<file path="src/rtl/tone_sequencer.sv">
// tone_sequencer: note-sequencing controller for the 11-bit tone generator divider.
//
// Host note entries {divider, duration} are buffered in a DEPTH-entry FIFO. Each
// divider is written into the generator's three nibble registers over the shared
// 4-bit bus (LSEL -> HSEL -> HHSEL), then the note is held for NOTE_DUR TICKs.
// A divider of 0 is a rest: no bus writes, MUTE stays high for the duration.
//
// Ports:
//   CLK         system clock, rising edge
//   RST_C       asynchronous active-low reset
//   TICK        duration timebase strobe (one CLK wide)
//   ENABLE      playback enable
//   NOTE_DIV    divider of the pushed note (0 = rest)
//   NOTE_DUR    note length in TICKs (0 is played as 1)
//   NOTE_VALID  push request
//   NOTE_READY  FIFO not full
//   DOUT        nibble bus to the generator's DIN
//   LSEL/HSEL/HHSEL  load strobes for divider bits [3:0] / [7:4] / [10:8]
//   MUTE        gates the generator output
//   BUSY        FSM not idle
//   LEVEL       FIFO occupancy
//
// Build option: define TONE_SEQ_GAP_EN to insert a muted gap (until the next TICK)
// after every non-rest note. Undefined, consecutive notes play legato.
module tone_sequencer #(
  parameter int unsigned DEPTH = 4,
  parameter int unsigned DUR_W = 5
) (
  input  logic                         CLK,
  input  logic                         RST_C,
  input  logic                         TICK,
  input  logic                         ENABLE,
  input  logic [10:0]                  NOTE_DIV,
  input  logic [DUR_W-1:0]             NOTE_DUR,
  input  logic                         NOTE_VALID,
  output logic                         NOTE_READY,
  output logic [3:0]                   DOUT,
  output logic                         LSEL,
  output logic                         HSEL,
  output logic                         HHSEL,
  output logic                         MUTE,
  output logic                         BUSY,
  output logic [$clog2(DEPTH+1)-1:0]   LEVEL
);

  localparam int unsigned PtrW = (DEPTH > 1) ? $clog2(DEPTH) : 1;
  localparam int unsigned LvlW = $clog2(DEPTH + 1);
  localparam logic [LvlW-1:0] LvlFull = LvlW'(DEPTH);

`ifdef TONE_SEQ_GAP_EN
  typedef enum logic [2:0] {StIdle, StLoadL, StLoadH, StLoadHh, StPlay, StGap} state_e;
`else
  typedef enum logic [2:0] {StIdle, StLoadL, StLoadH, StLoadHh, StPlay} state_e;
`endif

  // FIFO storage and pointers
  logic [10+DUR_W:0] mem_q [DEPTH];
  logic [PtrW-1:0]   wr_ptr_q, rd_ptr_q;
  logic [LvlW-1:0]   level_q, level_d;
  logic              ready_q;
  logic              push, pop;
  logic [10:0]       head_div;
  logic [DUR_W-1:0]  head_dur;

  // FSM and note registers
  state_e            state_q, state_d;
  logic [10:0]       div_q, div_d;
  logic [DUR_W-1:0]  cnt_q, cnt_d;
  logic              end_note;

  // Registered outputs
  logic [3:0]        dout_q, dout_d;
  logic              lsel_q, lsel_d, hsel_q, hsel_d, hhsel_q, hhsel_d;
  logic              mute_q, mute_d, busy_q, busy_d;

  assign {head_div, head_dur} = mem_q[rd_ptr_q];

  // A full FIFO still accepts a push on the cycle its head is popped.
  assign push = NOTE_VALID && (ready_q || pop);

  // Next-state logic
  always_comb begin
    state_d  = state_q;
    div_d    = div_q;
    cnt_d    = cnt_q;
    pop      = 1'b0;
    end_note = 1'b0;

    unique case (state_q)
      StIdle: begin
        if (ENABLE && (level_q != '0)) pop = 1'b1;
      end
      StLoadL:  state_d = StLoadH;
      StLoadH:  state_d = StLoadHh;
      StLoadHh: state_d = StPlay;
      StPlay: begin
        if (!ENABLE) begin
          state_d = StIdle;
        end else if (TICK) begin
          if (cnt_q == DUR_W'(1)) begin
`ifdef TONE_SEQ_GAP_EN
            if (div_q != '0) state_d = StGap;
            else             end_note = 1'b1;
`else
            end_note = 1'b1;
`endif
          end else begin
            cnt_d = cnt_q - DUR_W'(1);
          end
        end
      end
`ifdef TONE_SEQ_GAP_EN
      StGap: begin
        if (!ENABLE)   state_d = StIdle;
        else if (TICK) end_note = 1'b1;
      end
`endif
      default: state_d = StIdle;
    endcase

    // End of note chains straight into the next queued entry when allowed.
    if (end_note) begin
      if (ENABLE && (level_q != '0)) pop = 1'b1;
      else                           state_d = StIdle;
    end

    if (pop) begin
      div_d   = head_div;
      cnt_d   = (head_dur == '0) ? DUR_W'(1) : head_dur;
      state_d = (head_div != '0) ? StLoadL : StPlay;
    end
  end

  // FIFO occupancy
  always_comb begin
    level_d = level_q;
    unique case ({push, pop})
      2'b10:   level_d = level_q + LvlW'(1);
      2'b01:   level_d = level_q - LvlW'(1);
      default: level_d = level_q;
    endcase
  end

  // Output next values. Strobes lag the load state by one cycle; MUTE tracks
  // the state change directly so it rises on the edge that ends a note.
  always_comb begin
    dout_d  = 4'h0;
    lsel_d  = 1'b0;
    hsel_d  = 1'b0;
    hhsel_d = 1'b0;
    unique case (state_q)
      StLoadL: begin
        lsel_d = 1'b1;
        dout_d = div_q[3:0];
      end
      StLoadH: begin
        hsel_d = 1'b1;
        dout_d = div_q[7:4];
      end
      StLoadHh: begin
        hhsel_d = 1'b1;
        dout_d  = {1'b0, div_q[10:8]};
      end
      default: ;
    endcase

    busy_d = (state_d != StIdle);

    mute_d = mute_q;
`ifdef TONE_SEQ_GAP_EN
    if ((state_d == StIdle) || (state_d == StGap)) begin
`else
    if (state_d == StIdle) begin
`endif
      mute_d = 1'b1;
    end else if ((state_q == StPlay) && (state_d == StPlay) && !pop) begin
      // Sounding starts one cycle into PLAY; a rest keeps the output gated.
      mute_d = (div_q == '0);
    end
  end

  always_ff @(posedge CLK or negedge RST_C) begin
    if (!RST_C) begin
      state_q  <= StIdle;
      div_q    <= '0;
      cnt_q    <= '0;
      wr_ptr_q <= '0;
      rd_ptr_q <= '0;
      level_q  <= '0;
      ready_q  <= 1'b1;
      dout_q   <= 4'h0;
      lsel_q   <= 1'b0;
      hsel_q   <= 1'b0;
      hhsel_q  <= 1'b0;
      mute_q   <= 1'b1;
      busy_q   <= 1'b0;
    end else begin
      state_q  <= state_d;
      div_q    <= div_d;
      cnt_q    <= cnt_d;
      if (push) wr_ptr_q <= wr_ptr_q + PtrW'(1);
      if (pop)  rd_ptr_q <= rd_ptr_q + PtrW'(1);
      level_q  <= level_d;
      ready_q  <= (level_d != LvlFull);
      dout_q   <= dout_d;
      lsel_q   <= lsel_d;
      hsel_q   <= hsel_d;
      hhsel_q  <= hhsel_d;
      mute_q   <= mute_d;
      busy_q   <= busy_d;
    end
  end

  // Entry storage needs no reset; occupancy is tracked by the pointers.
  always_ff @(posedge CLK) begin
    if (push) mem_q[wr_ptr_q] <= {NOTE_DIV, NOTE_DUR};
  end

  assign NOTE_READY = ready_q;
  assign DOUT       = dout_q;
  assign LSEL       = lsel_q;
  assign HSEL       = hsel_q;
  assign HHSEL      = hhsel_q;
  assign MUTE       = mute_q;
  assign BUSY       = busy_q;
  assign LEVEL      = level_q;

endmodule

</file>
<file path="config.mk">
export PLATFORM = sky130hd
export DESIGN_NAME = tone_sequencer
export DESIGN_NICKNAME = d
export VERILOG_FILES = /design/src/rtl/tone_sequencer.sv
export SDC_FILE = /design/constraint.sdc
export NUM_CORES = 1
export LEC_CHECK = 0
export CORE_ASPECT_RATIO = 1.75
export CORE_MARGIN = 3
export CORE_UTILIZATION = 53
export CTS_CLUSTER_DIAMETER = 30
export DETAILED_ROUTE_END_ITERATION = 10
export GPL_TIMING_DRIVEN = 1
export MAX_ROUTING_LAYER = met4
export PLACE_DENSITY = 0.74
export SYNTH_ARGS = -nofsm -noshare
export SYNTH_HDL_FRONTEND = slang
export SYNTH_SLANG_ARGS = --single-unit
</file>
<file path="constraint.sdc">
create_clock -name CLK -period 5.4 [get_ports CLK]
set_input_delay 1.62 -clock CLK [delete_from_list [all_inputs] [get_ports CLK]]
set_output_delay 1.62 -clock CLK [all_outputs]
set_load 0.05 [all_outputs]
</file>
==> results.toml <==
[global_routing]
grt_use_total_pct = 17.0
grt_first_pass_wirelength_um = 10700
antenna_found_initial = 0
grt_max_degree = 37
grt_pass1_vias = 2260
gr-total-overflow = 0

[yosys]
ys_seq_area_share_pct = 68.7
yosysWarnings = 0
synth_top_area_share_pct = 46.7
synth_cells = 265
synth-seq-cells = 100
syn_nets = 294
synth_edf_count = 64
yosys.area.top_type = "edfxtp_1"
synth_cell_type_count = 46
synthesis.area_mm2 = 0.00411
synth_ff_type = "edfxtp_1"
ys_top_cells_by_area = "edfxtp_1 47%, dfrtp_1 21%, mux4_2 4.9%, mux4_1 4.5%, nand2_1 4.0%"
avgSynthCellArea_um2 = 15.5
ys_async_sr_fraction_pct = 36.0

[sta]
post-route-period-util_pct = 73.2
rsz0062_at_grt = "false"
tns_ps = 0
worst_slack_ps = 1450
slew_violations = 0
slew_headroom_pct = 33.8
report.final.setup_viol = 0
min_period_ps = 3950
finClkSkew_ps = 6.16
fmax_ghz = 0.253
hold_viol = 0
worst_slew_pin_slew_ps = 994
holdWs_ps = 497

[clocking]
cts.repair.resized = 0
insertion_delay_ps = 340
cts_buffer_depth = 2
cts-hold-fix-buffers = 0
cts_tree = "done"
htree_levels = 3
post_cts_buffers = 0
clk_pin_slew_ps = 60
cts.sinks = 100
numCtsBuffers = 9
clockRootBuffer = "clkbuf_16"

[placement]
hpwlAfterDp_um = 4490
pre_cts_ws_ps = 1090
globalplace.congestion = 0.816
io_buffer_count = 33

[hold_path]
hold_class = "reg -> reg"

[detailed_routing]
drc = 0
post_drt_wl_per_cell_um = 16.3
ant_nets = 0
vias = 2187
via_per_inst = 5.54
drt-initial-drc-count = 185
totalWireLength_um = 6460
firstDrtPassIters = 4

[setup_path]
startpoint_type = "primary input"
cp.required_ps = 5680
crit_arrival_ps = 4240
slowest_stage = "clkdlybuf4s50_1"
worstPathCellList = "clkdlybuf4s50_1 > nand4_1 > a211o_1 > inv_2 > o21a_2 > inv_1 > ha_1 > inv_1 > fa_1 > o21ai_0 > nor2_1 > nand2_1"
path_max_fanout = 18
max_stage_delay_ps = 560
crit_top_cell = "inv_1"
worst-setup-path-type = "in -> reg"
crit_path_end_kind = "register"

[final_layout]
final_nets = 333
n_antenna_cell = 0
drive_above_1_share_pct = 12.3
area_delta_synth_final_pct = 17.2

[floorplanning]
core_area_mm2 = 0.00739
die_area_mm2 = 0.00890
initial_core_util_pct = 55.7
io_pins = 34
rows = 41
fp.dieH_um = 123
die_w_um = 72.6

[flow_run]
drv_cap = 0

[run_status]
outcome = "finished clean"

[pwr]
p_leak_nw = 1.86
ir_worst_vdd_mv = 0.423
power.density_mw_per_mm2 = 569
final cells by class:
type / count / area (um2)
Clock buffer: 9 / 225
Clock inverter: 7 / 67.6
Fill cell: 556 / 2570
Inverter: 11 / 41.3
Multi-Input combinational cell: 144 / 1190
Sequential cell: 100 / 2830
Tap cell: 86 / 108
Timing Repair Buffer: 38 / 363
registers in the layout, summed over array words and instances (netlist names), 2 cells and up:
signal,flops
DOUT,4
mem_q,64
LEVEL,3
state_q,3
cnt_q,5
rd_ptr_q,2
div_q,11
wr_ptr_q,2
path summary, 6_finish.rpt:
check	start	end	slack [ps]	cells past startpoint
max	ENABLE	NOTE_READY	1450	12
min	MUTE	MUTE	500	2
min in group asynchronous	RST_C	wr_ptr_q[0]	1350	1
max reg2reg	cnt_q[2]	NOTE_READY	2650	12
min reg2reg	MUTE	MUTE	500	2
max in group asynchronous	RST_C	div_q[3]	3560	1
routing by layer:
| layer | wire, um | GRT usage (%) |
|---|---|---|
| met1 | 2510 | 18.4 |
| met2 | 3560 | 29.0 |
| met3 | 180 | 2.46 |
| met4 | 210 | 10.4 |
| met5 | 0 | - |
cell usage in the layout (no fill, tap or decap), drive strengths merged, types with 3 or more instances in the layout:
| cell type | n |
|---|---|
| edfxtp | 64 |
| nand2 | 44 |
| dfrtp | 34 |
| clkdlybuf4s50 | 32 |
| mux4 | 16 |
| inv | 11 |
| nor2 | 9 |
| clkbuf | 9 |
| ha | 7 |
| buf | 6 |
| xnor2 | 5 |
| nor4 | 5 |
| a22oi | 5 |
| clkinv | 5 |
| nor3 | 4 |
| nand3 | 4 |
| and2 | 4 |
| o21ai | 4 |
| mux2 | 4 |
| mux2i | 3 |
| o211ai | 3 |
worst max-delay path: cells and delay by family:
family / cells / cell delay (ps)
adders and majority gates: 2 / 620
and+or+nand+nor: 3 / 270
AOI/OAI and AO/OA: 3 / 810
buffers and inverters: 4 / 920
where the power goes:
part	switching [mW]	internal (mW)
Combinational	0.497	0.398
Sequential	0.186	1.05
Clock	0.257	0.356
Total	0.940	1.80
metrics by stage:
stage	area [um2]	util (%)	instances	total power, mW
final	4820	65.2	395	2.74
after global routing	4820	65.2	395	2.91
after CTS	4820	65.2	395	2.78
after detailed placement	4530	61.3	379	2.17
after global placement	4530	61.3	379	2.14
after floorplan	4110	-	265	1.90
cell families after synthesis:
group / synth area share, %
buffers and inverters: 2.40
muxes: 11.2
and+or+nand+nor: 9.00
adders and majority gates: 2.62
DFF: 68.7
xor gates and xnor gates: 1.49
AOI/OAI and AO/OA: 4.59
synthesized netlist by cell type, types with 2 or more instances:
master and count:
nor3_1 4, nand2_1 44, a21oi_1 2, ha_1 7
a31oi_1 2, inv_1 10, mux4_1 7, buf_2 4
mux2i_1 3, or2_1 2, o211ai_1 3, o21ai_0 3
dfstp_2 2, nand2b_1 2, a22oi_1 5, nor2b_1 2
xnor2_1 5, dfrtp_1 34, mux2_2 3, nor2_1 9
nand3_1 4, edfxtp_1 64, nor4_1 5, mux4_2 9
and2_1 4, buf_6 2, xor2_1 2, clkbuf_1 4
Note: power is estimated with default switching activity, not from simulation.
